**config.mk**
```make
export PLATFORM = sky130hd
export DESIGN_NAME = gsim_result_sink_flat
export DESIGN_NICKNAME = d
export VERILOG_FILES = /design/src/rtl/gsim_result_sink_if.sv /design/src/rtl/gsim_result_sink.sv /design/src/flat_wrapper.sv
export SDC_FILE = /design/constraint.sdc
export NUM_CORES = 1
export LEC_CHECK = 0
export CORE_MARGIN = 2
export CORE_UTILIZATION = 47
export DETAILED_ROUTE_END_ITERATION = 10
export DONT_BUFFER_PORTS = 1
export SKIP_LAST_GASP = 1
export SYNTH_ARGS = -nofsm -noshare
export SYNTH_HDL_FRONTEND = slang
export SYNTH_SLANG_ARGS = --single-unit
```
**constraint.sdc**
```tcl
create_clock -name clk -period 3.8 [get_ports clk]
set_input_delay 0.57 -clock clk [delete_from_list [all_inputs] [get_ports clk]]
set_output_delay 0.57 -clock clk [all_outputs]
set_load 0.05 [all_outputs]
```
**src/rtl/gsim_result_sink_if.sv**
```systemverilog
// Handshake bundle between the Gauss-Seidel solver, gsim_result_sink and its downstream consumer.
// The `converged` signal exists only when GSIM_SINK_CONVERGE_EN is defined.
interface gsim_result_sink_if #(
  parameter int IN_W  = 32,
  parameter int OUT_W = 16
);
  logic             in_valid;
  logic [IN_W-1:0]  in_data;
  logic             out_valid;
  logic             out_ready;
  logic [OUT_W-1:0] out_data;
  logic             out_first;
  logic             out_last;
  logic             frame_err;
  logic             busy;
`ifdef GSIM_SINK_CONVERGE_EN
  logic             converged;
`endif

  // master is the environment (solver plus consumer); slave is the sink itself
  modport master (
    output in_valid, in_data, out_ready,
    input  out_valid, out_data, out_first, out_last, frame_err, busy
`ifdef GSIM_SINK_CONVERGE_EN
    , input converged
`endif
  );

  modport slave (
    input  in_valid, in_data, out_ready,
    output out_valid, out_data, out_first, out_last, frame_err, busy
`ifdef GSIM_SINK_CONVERGE_EN
    , output converged
`endif
  );
endinterface

```
**src/rtl/gsim_result_sink.sv**
```systemverilog
// Captures a Q16.16 solution frame, converts each word to a rounded/saturated integer and drains it
// over valid/ready. Optional GSIM_SINK_CONVERGE_EN adds frame-to-frame convergence detection.
module gsim_result_sink #(
  parameter int N_WORDS = 16,
  parameter int IN_W    = 32,
  parameter int OUT_W   = 16
`ifdef GSIM_SINK_CONVERGE_EN
  , parameter int TOL   = 1
`endif
) (
  input logic               clk,
  input logic               reset,
  gsim_result_sink_if.slave bus
);

  localparam int               IDX_W    = $clog2(N_WORDS);
  localparam logic [IDX_W-1:0] LAST_IDX = IDX_W'(N_WORDS - 1);
  localparam int               FRAC_W   = IN_W - OUT_W;

  typedef enum logic [1:0] {IDLE, CAPTURE, DRAIN} state_t;

  state_t           state_q;
  logic [IDX_W-1:0] wrIdx_q;
  logic [IDX_W-1:0] rdIdx_q;
  logic [IDX_W-1:0] rdIdx_d;
  logic [IDX_W-1:0] wrAddr;
  logic             captureLast;
  logic             outValid_q;
  logic [OUT_W-1:0] outData_q;
  logic             outFirst_q;
  logic             outLast_q;
  logic             frameErr_q;
  logic             overrunSeen_q;
  logic [OUT_W-1:0] wordBuf_q [N_WORDS];

  logic [OUT_W:0]   rounded;
  logic [OUT_W-1:0] convWord_d;
  logic             unusedFracBits;

  // Round half up on the integer part, then clamp the 17-bit sum back into 16 signed bits
  always_comb begin
    rounded = {bus.in_data[IN_W-1], bus.in_data[IN_W-1 -: OUT_W]}
            + {{OUT_W{1'b0}}, bus.in_data[FRAC_W-1]};
    if (!rounded[OUT_W] && rounded[OUT_W-1]) begin
      convWord_d = {1'b0, {(OUT_W-1){1'b1}}};
    end else if (rounded[OUT_W] && !rounded[OUT_W-1]) begin
      convWord_d = {1'b1, {(OUT_W-1){1'b0}}};
    end else begin
      convWord_d = rounded[OUT_W-1:0];
    end
  end

  assign unusedFracBits = ^bus.in_data[FRAC_W-2:0];
  assign wrAddr         = (state_q == CAPTURE) ? wrIdx_q : '0;
  assign rdIdx_d        = rdIdx_q + 1'b1;
  assign captureLast    = (state_q == CAPTURE) && bus.in_valid && (wrIdx_q == LAST_IDX);

  always_ff @(posedge clk) begin
    if (bus.in_valid && (state_q != DRAIN)) begin
      wordBuf_q[wrAddr] <= convWord_d;
    end
  end

  always_ff @(posedge clk) begin
    if (!reset) begin
      state_q       <= IDLE;
      wrIdx_q       <= '0;
      rdIdx_q       <= '0;
      outValid_q    <= 1'b0;
      outData_q     <= '0;
      outFirst_q    <= 1'b0;
      outLast_q     <= 1'b0;
      frameErr_q    <= 1'b0;
      overrunSeen_q <= 1'b0;
    end else begin
      frameErr_q <= 1'b0;
      unique case (state_q)
        IDLE: begin
          if (bus.in_valid) begin
            wrIdx_q <= IDX_W'(1);
            state_q <= CAPTURE;
          end
        end
        CAPTURE: begin
          if (!bus.in_valid) begin
            frameErr_q <= 1'b1;
            wrIdx_q    <= '0;
            state_q    <= IDLE;
          end else if (captureLast) begin
            state_q       <= DRAIN;
            wrIdx_q       <= '0;
            rdIdx_q       <= '0;
            outValid_q    <= 1'b1;
            outData_q     <= wordBuf_q[0];
            outFirst_q    <= 1'b1;
            outLast_q     <= (LAST_IDX == '0);
            overrunSeen_q <= 1'b0;
          end else begin
            wrIdx_q <= wrIdx_q + 1'b1;
          end
        end
        DRAIN: begin
          // Words arriving while draining are dropped; only the first one of a drain raises the error
          if (bus.in_valid && !overrunSeen_q) begin
            frameErr_q    <= 1'b1;
            overrunSeen_q <= 1'b1;
          end
          if (bus.out_ready) begin
            if (rdIdx_q == LAST_IDX) begin
              outValid_q <= 1'b0;
              outData_q  <= '0;
              outFirst_q <= 1'b0;
              outLast_q  <= 1'b0;
              rdIdx_q    <= '0;
              state_q    <= IDLE;
            end else begin
              rdIdx_q    <= rdIdx_d;
              outData_q  <= wordBuf_q[rdIdx_d];
              outFirst_q <= 1'b0;
              outLast_q  <= (rdIdx_d == LAST_IDX);
            end
          end
        end
        default: state_q <= IDLE;
      endcase
    end
  end

  assign bus.out_valid = outValid_q;
  assign bus.out_data  = outData_q;
  assign bus.out_first = outFirst_q;
  assign bus.out_last  = outLast_q;
  assign bus.frame_err = frameErr_q;
  assign bus.busy      = (state_q != IDLE);

`ifdef GSIM_SINK_CONVERGE_EN
  localparam logic [OUT_W:0] TOL_V = (OUT_W + 1)'(TOL);

  logic [OUT_W-1:0] prevBuf_q [N_WORDS];
  logic             prevValid_q;
  logic             withinTol_q;
  logic             withinTol_d;
  logic             converged_q;
  logic [OUT_W:0]   diff;
  logic [OUT_W:0]   absDiff;

  // Running "every word so far within TOL of last frame" flag; the first word of a frame restarts it
  always_comb begin
    diff        = {convWord_d[OUT_W-1], convWord_d}
                - {prevBuf_q[wrAddr][OUT_W-1], prevBuf_q[wrAddr]};
    absDiff     = diff[OUT_W] ? (~diff + 1'b1) : diff;
    withinTol_d = (absDiff <= TOL_V) && ((state_q == IDLE) ? 1'b1 : withinTol_q);
  end

  always_ff @(posedge clk) begin
    if (!reset) begin
      prevValid_q <= 1'b0;
      withinTol_q <= 1'b0;
      converged_q <= 1'b0;
    end else if (bus.in_valid && (state_q != DRAIN)) begin
      withinTol_q <= withinTol_d;
      if (captureLast) begin
        converged_q <= withinTol_d && prevValid_q;
        prevValid_q <= 1'b1;
      end
    end
  end

  always_ff @(posedge clk) begin
    if (captureLast) begin
      for (int i = 0; i < N_WORDS; i++) begin
        prevBuf_q[i] <= (i == N_WORDS - 1) ? convWord_d : wordBuf_q[i];
      end
    end
  end

  assign bus.converged = converged_q;
`endif

endmodule

```
**src/flat_wrapper.sv**
```systemverilog
// flat-port wrapper written by rule: the top's interface ports become plain ports
module gsim_result_sink_flat 
#(
  parameter int N_WORDS = 16,
  parameter int IN_W    = 32,
  parameter int OUT_W   = 16

)
  (clk, reset, bus_in_valid, bus_in_data, bus_out_ready, bus_out_valid, bus_out_data, bus_out_first, bus_out_last, bus_frame_err, bus_busy);
  gsim_result_sink_if #(.IN_W(IN_W), .OUT_W(OUT_W)) bus_i ();
  input logic clk;
  input logic reset;
  input wire logic [$bits(bus_i.in_valid)-1:0] bus_in_valid;
  input wire logic [$bits(bus_i.in_data)-1:0] bus_in_data;
  input wire logic [$bits(bus_i.out_ready)-1:0] bus_out_ready;
  output wire logic [$bits(bus_i.out_valid)-1:0] bus_out_valid;
  output wire logic [$bits(bus_i.out_data)-1:0] bus_out_data;
  output wire logic [$bits(bus_i.out_first)-1:0] bus_out_first;
  output wire logic [$bits(bus_i.out_last)-1:0] bus_out_last;
  output wire logic [$bits(bus_i.frame_err)-1:0] bus_frame_err;
  output wire logic [$bits(bus_i.busy)-1:0] bus_busy;
  assign bus_i.in_valid = bus_in_valid;
  assign bus_i.in_data = bus_in_data;
  assign bus_i.out_ready = bus_out_ready;
  assign bus_out_valid = bus_i.out_valid;
  assign bus_out_data = bus_i.out_data;
  assign bus_out_first = bus_i.out_first;
  assign bus_out_last = bus_i.out_last;
  assign bus_frame_err = bus_i.frame_err;
  assign bus_busy = bus_i.busy;
  gsim_result_sink #(.N_WORDS(N_WORDS), .IN_W(IN_W), .OUT_W(OUT_W)) u_core (.clk(clk), .reset(reset), .bus(bus_i));
endmodule
```
# --- After elaboration in Yosys (flattened, before gate mapping) ---
# Memory sizes are Yosys's and may differ from the RTL's.
# Cells that the tools add are included.
totals:
  ff_bits: 31
  ramBits: 256
  in_bits: 36
  out_inout_bits: 21
  wordCells: 86
  memories: 1
memory_table:
  columns: ["name", "depth", "width", "rd", "rd_clocked_by_memory_dff", "write_ports", "line", "text"]
  rows:
  - ["u_core.wordBuf_q", 16, 16, 2, 0, 1, "gsim_result_sink.sv:34", "logic [OUT_W-1:0] wordBuf_q [N_WORDS];"]
classes:
  add_sub_neg: 3
  n_eq_ne: 13
  muxes: 42
  n_reduce_logical: 18
ops:
  columns: ["operator", "n"]
  rows:
  - ["16-bit two-way mux", 6]
  - ["4-bit two-way mux", 8]
  - ["16-bit one-hot mux with 2 select lines", 1]
  - ["16-bit by 2-bit adder with 17-bit output", 1]
  - ["4-bit one-hot mux with 2 select lines", 2]
  - ["1-bit two-way mux", 14]
  - ["4-bit == test (second input constant)", 3]
  - ["4-bit AND reduction", 3]
  - ["2-bit two-way mux", 5]
  - ["1-bit one-hot mux with 2 select lines", 5]
  - ["4-bit by 1-bit adder with 4-bit output (second input constant)", 2]
  - ["2-bit inequality test (second input constant)", 4]
  - ["1-bit logical AND", 6]
  - ["2-bit by 1-bit inequality test with 1-bit output (second input constant)", 3]
  - ["2-bit one-hot mux with 3 select lines", 1]
  - ["2-bit nonzero test", 3]
  - ["5-bit AND reduction", 1]
  - ["1-bit zero test", 3]
  - ["3-bit by 2-bit inequality test with 1-bit output (second input constant)", 1]
  - ["2-bit by 1-bit == test with 1-bit output (second input constant)", 1]
  - ["2-bit == test (second input constant)", 1]
  - ["2-bit zero test", 1]
  - ["2-bit AND reduction", 1]

# --- Logic depth before layout (Yosys ltp) ---
depth:
  ltp_word: 6
  ltp_mapped: 10
  ltp_nobuf: 7

# --- Worst setup path before layout ---
# Ideal clock, no wire load.
synth_timing:
  kind: "flip-flop to flip-flop"
  startpoint: "reg u_core.state_q[0]"
  endpoint: "mem u_core.wordBuf_q[11][0], enable pin"
  setup_ns: 0.413
  arrival_time_ns: 2.649
  required_ns: 3.387
  setup_slack_ns: 0.738
  stages_incl_launch_ff: 9
  period_less_slack_ns: 3.062
  path_cell_list: "dfxtp_1 inv_1 ha_1 inv_1 clkbuf_1 nand2_1 nor2_1 nand3_1 nor3b_1"
synth_via:
  elab_chain_cells: 4
synth_lines:
  columns: ["element", "line", "text"]
  rows:
  - ["start: declaration", "gsim_result_sink.sv:22", "state_t state_q;"]
  - ["start signal: assignment", "gsim_result_sink.sv:66", "state_q <= IDLE;"]
  - ["start signal: assignment", "gsim_result_sink.sv:81", "state_q <= CAPTURE;"]
  - ["start signal: assignment", "gsim_result_sink.sv:88", "state_q <= IDLE;"]
  - ["2-bit inequality test", "gsim_result_sink.sv:59", "if (bus.in_valid && (state_q != DRAIN)) begin"]
  - ["1-bit logical AND", "gsim_result_sink.sv:59", null]
  - ["1-bit two-way mux", "gsim_result_sink.sv:59", null]
  - ["1-bit two-way mux (not written as such)", "gsim_result_sink.sv:60", "wordBuf_q[wrAddr] <= convWord_d;"]
  - ["end: declaration", "gsim_result_sink.sv:34", null]
# Parallel ways exist; a longest one is shown, timed or not.

# --- Final worst setup path ---
layout_timing:
  startpoint: "reg u_core.rdIdx_q[0]"
  endpoint: "reg u_core.outData_q[9] (netlist: u_core.bus.out_data[9])"
layout_via:
  elab_chain_cells: 5
layout_lines:
  columns: ["element", "line", "text"]
  rows:
  - ["start: declaration", "gsim_result_sink.sv:24", "logic [IDX_W-1:0] rdIdx_q;"]
  - ["start signal: assignment", "gsim_result_sink.sv:117", "rdIdx_q <= rdIdx_d;"]
  - ["4-bit by 1-bit adder with 4-bit output", "gsim_result_sink.sv:55", "assign rdIdx_d = rdIdx_q + 1'b1;"]
  - ["memory read 16 x 16 bit", null, null]
  - ["16-bit two-way mux (*)", "gsim_result_sink.sv:109", "if (rdIdx_q == LAST_IDX) begin"]
  - ["16-bit two-way mux (*)", "gsim_result_sink.sv:108", "if (bus.out_ready) begin"]
  - ["16-bit one-hot mux with 2 select lines (*)", "gsim_result_sink.sv:77", "unique case (state_q)"]
  - ["end signal: assignment", "gsim_result_sink.sv:94", "outData_q <= wordBuf_q[0];"]
  - ["end signal: assignment", "gsim_result_sink.sv:118", "outData_q <= wordBuf_q[rdIdx_d];"]
  - ["end: declaration", "gsim_result_sink.sv:29", "logic [OUT_W-1:0] outData_q;"]
# Every way passes the cells marked *; elsewhere a longest branch is shown, timed or not. The select of a mux whose other input is x is not followed.
# A chain may end at the register's enable or synchronous reset.

==> run_results.csv <==
group,metric,value,unit
synth,syn_inst,692,
global_route,antenna_found_initial,0,
placed_design,gp_congestion,0.862,
clocking,ctsHtreeMaxLevel,1,
worst_hold_path,min_to,"u_core.wrIdx_q[2]",
power,pwr-share-clk,42.1,%
sta,finClkSkew,0.0185,ns
sta,grt_setup_unrepaired,"no",
clocking,postCtsResizedCells,0,
detailed_routing,wl_per_cell,24.3,um
global_route,grt_pass1_vias,6662,
worst_hold_path,hold_start,"reset",
power,leakage,4.26,nW
sta,tns,0,ns
power,combPwrFrac,2.4,%
placed_design,dp.cells,1021,
floorplanning,dieArea,26500,um2
placed_design,placed_cell_area,12400,um2
cells_and_area,antenna_cells,0,
sta,worst_slew_pin_slew,0.885,ns
synth,ys_warn_count,0,
setup_path,arrival,3.47,ns
cells_and_area,layout-drive-gt1-share,20.2,%
detailed_routing,routed_wl,26.1,mm
setup_path,crit_fanout,28,
setup_path,cp_slowest_stage_delay,0.81,ns
floorplanning,die_x,163,um
sta,max_freq,324,MHz
placed_design,portBuffers,0,
power,ir_drop,0.317,mV
sta,hold_viol,0,
setup_path,crit_type,"reg -> reg",
setup_path,r2r_slack,0.72,ns
detailed_routing,dr.pass1.iters,5,
clocking,hold_buffers,0,
clocking,clk_path_buf_depth,3,
worst_hold_path,hold_path_depth,1,
setup_path,worstPathRequired,4.19,ns
clocking,insertion_delay,0.55,ns
detailed_routing,drt_iter0_markers,699,
sta,fin_crit,3.08,ns
clocking,path_clk_slew,0.06,ns
synth,synth_nets,737,
synth,synth_edf_count,256,
clocking,cts_root_buf,"clkbuf_16",
floorplanning,pin_count,57,
synth,ys.flop_type,"edfxtp_1",
cells_and_area,instances_no_fill,1072,
placed_design,hpwl,15.9,mm
setup_path,slowest_stage,"ha_2",
detailed_routing,antenna_left,0,
setup_path,cp_cell_sequence,"clkinv_1 -> ha_2 -> buf_12 -> mux4_2 -> mux2i_1 -> o221ai_1",
clocking,cts_tree,"done",
synth,async_flop_share,0,%
sta,maxSlewViolCount,0,
synth,syn_avg_cell_area,17.1,um2
outcome,status,"completed",
synth,ys_seq_area_share,70.0,%
detailed_routing,drc_errors,0,
sta,finalSetupViolations,0,
detailed_routing,vias,6419,
global_route,grt_max_degree,44,
power,cellInternalPower,5.03,mW
floorplanning,die_h,163,um
worst_hold_path,hp-class,"in -> reg",
power,powerDensity,470,nW/um2
global_route,gr-usage-all-layers,20.1,%
power,p_sw,1.23,mW
sta,worst_hold_slack,0.154,ns
floorplanning,core.rowCount,58,
power,switching_share,19.7,%
floorplanning,core,25000,um2
cells_and_area,nets,767,
setup_path,critPathCaptureType,"flip-flop",
cells_and_area,finalInstanceArea,13300,um2
cells_and_area,area_growth,12.3,%
synth,netlist_area,11900,um2
floorplanning,initial_core_util,47.5,%
global_route,grt_first_pass_wirelength,39.7,mm
global_route,grt_remaining_overflow,0,
setup_path,r2r-end,"u_core.bus.out_data[9]",
synth,synth.distinct_cells,48,
setup_path,r2r_start,"u_core.rdIdx_q[0]",
setup_path,r2r_cells,6,
synth,ys_ff_latch,287,
clocking,cts_buffers,29,
sta,relSlewSlack,41.0,%
clocking,clock_sinks,287,
flow_run,drv_cap,0,
power,p_seq_share,55.6,%
setup_path,critPathLaunchType,"flip-flop",
detailed_routing,viasPerCell,5.99,
sta,post-route-period-util,81.2,%
clocking,cts_setup_buffers,0,
==> final cells by class <==
type | count | area (um2)
clock buffers | 41 | 801
clock inverters | 10 | 77.6
fillers | 1964 | 11600
inverters | 11 | 41.3
multi-input cells | 359 | 3410
flip-flops and latches | 287 | 8310
well taps | 330 | 413
repair buffers | 34 | 268
==> how the worst max path moves through the flow <==
stage | from | endpoint | slack (ns) | depth (start not counted)
finish | u_core.rdIdx_q[0] | u_core.bus.out_data[9] | 0.72 | 6
detailed placement | u_core.rdIdx_q[0] | u_core.bus.out_data[9] | 0.67 | 6
CTS | u_core.rdIdx_q[0] | u_core.bus.out_data[9] | 0.68 | 6
global route | u_core.rdIdx_q[0] | u_core.bus.out_data[14] | 0.53 | 6
global placement | u_core.rdIdx_q[0] | u_core.bus.out_data[13] | 0.74 | 6
floorplan | u_core.state_q[0] | u_core.wordBuf_q[11][0] | 0.74 | 8
==> synth_stat cells (2+ instances only) <==
cell,number,share of area [%]
and3_1,7,0.37
nand3_1,18,0.76
xnor2_1,3,0.22
clkbuf_1,24,0.76
a31oi_1,2,0.11
and2_1,15,0.79
or3_1,3,0.16
xor2_1,4,0.30
nand3b_1,4,0.25
inv_1,10,0.32
mux4_1,7,1.5
mux2_2,10,0.95
mux4_2,57,11
o211ai_1,5,0.32
and4_1,2,0.15
a41oi_1,2,0.15
nor3_1,7,0.30
o221a_2,2,0.19
a221oi_1,5,0.37
nor3b_1,4,0.25
buf_2,7,0.30
nand4_1,2,0.11
nor2_1,37,1.2
edfxtp_1,256,65
a21boi_0,12,0.76
buf_1,2,0.063
dfxtp_1,31,5.2
nand2b_1,2,0.11
o21ai_0,32,1.3
nand2_1,34,1.1
ha_1,9,0.95
o21a_1,4,0.25
o221ai_1,12,0.89
mux2i_1,24,2.0
a21oi_1,23,0.97
a21o_1,2,0.13
==> critical path, delay by kind of cell (launching register included) <==
family | cells | cell delay, ns
mux | 2 | 0.67
flops | 1 | 0.58
buf+inv | 2 | 0.62
compound gates | 1 | 0.20
fa+ha+maj | 1 | 0.81
==> layout by cell type (no fill, tap or decap), types with 7 or more instances in the layout <==
cell type and count:
o21ai_0 32, nor2_1 37, and2_1 15, edfxtp_1 256, a21oi_1 22, clkbuf_1 9, a21boi_0 12, mux2i_1 24
ha_1 8, dfxtp_1 30, nand2_1 34, mux2_2 10, mux4_2 57, buf_4 33, o221ai_1 12, nand3_1 18
clkbuf_16 29, inv_1 10, mux4_1 7, and3_1 7
==> state kept, by name (all words and copies together) (netlist names) <==
| name | count |
|---|---|
| u_core.wordBuf_q | 256 |
| u_core.wrIdx_q | 4 |
| u_core.bus.out_valid | 1 |
| u_core.bus.out_data | 16 |
| u_core.bus.frame_err | 1 |
| u_core.bus.out_first | 1 |
| u_core.bus.out_last | 1 |
| u_core.rdIdx_q | 4 |
| u_core.overrunSeen_q | 1 |
| u_core.state_q | 2 |
==> per-layer routing <==
layer / wire [um] / vias to the layer above / track usage, %
met4: 461 / 0 / 4.83
met5: 0 / - / 0
met1: 11200 / 3318 / 28.2
li1: - / 2841 / -
met3: 1840 / 39 / 3.41
met2: 12600 / 221 / 33.0
==> per-stage QoR <==
stage | total power [mW] | utilization (%) | setup WS, ns
floorplan | 3.64 | - | 0.738
global placement | 3.68 | 49.9 | 0.737
detailed placement | 3.70 | 49.9 | 0.671
CTS | 6.31 | 53.4 | 0.683
global route | 6.44 | 53.4 | 0.527
finish | 6.27 | 53.4 | 0.715
==> power groups by stage <==
stage	logic [mW]	clock network (mW)	registers (mW)
finish	0.150	2.64	3.48
global route	0.166	2.80	3.48
CTS	0.149	2.69	3.48
detailed placement	0.148	0	3.55
global placement	0.139	0	3.55
floorplan	0.102	0	3.54
==> cell families (layout without fill, tap and decap cells) <==
family          count (synthesis)  count (layout)  synth area share, %
simple gates                  137             137                 5.59
xor+xnor                        7               7                0.517
fa+ha+maj                       9               9                0.949
mux                            98              98                 15.3
compound gates                108             108                 5.98
flops                         287             287                 70.0
buf+inv                        46              96                 1.62
Note: power is estimated with default switching activity, not from simulation.
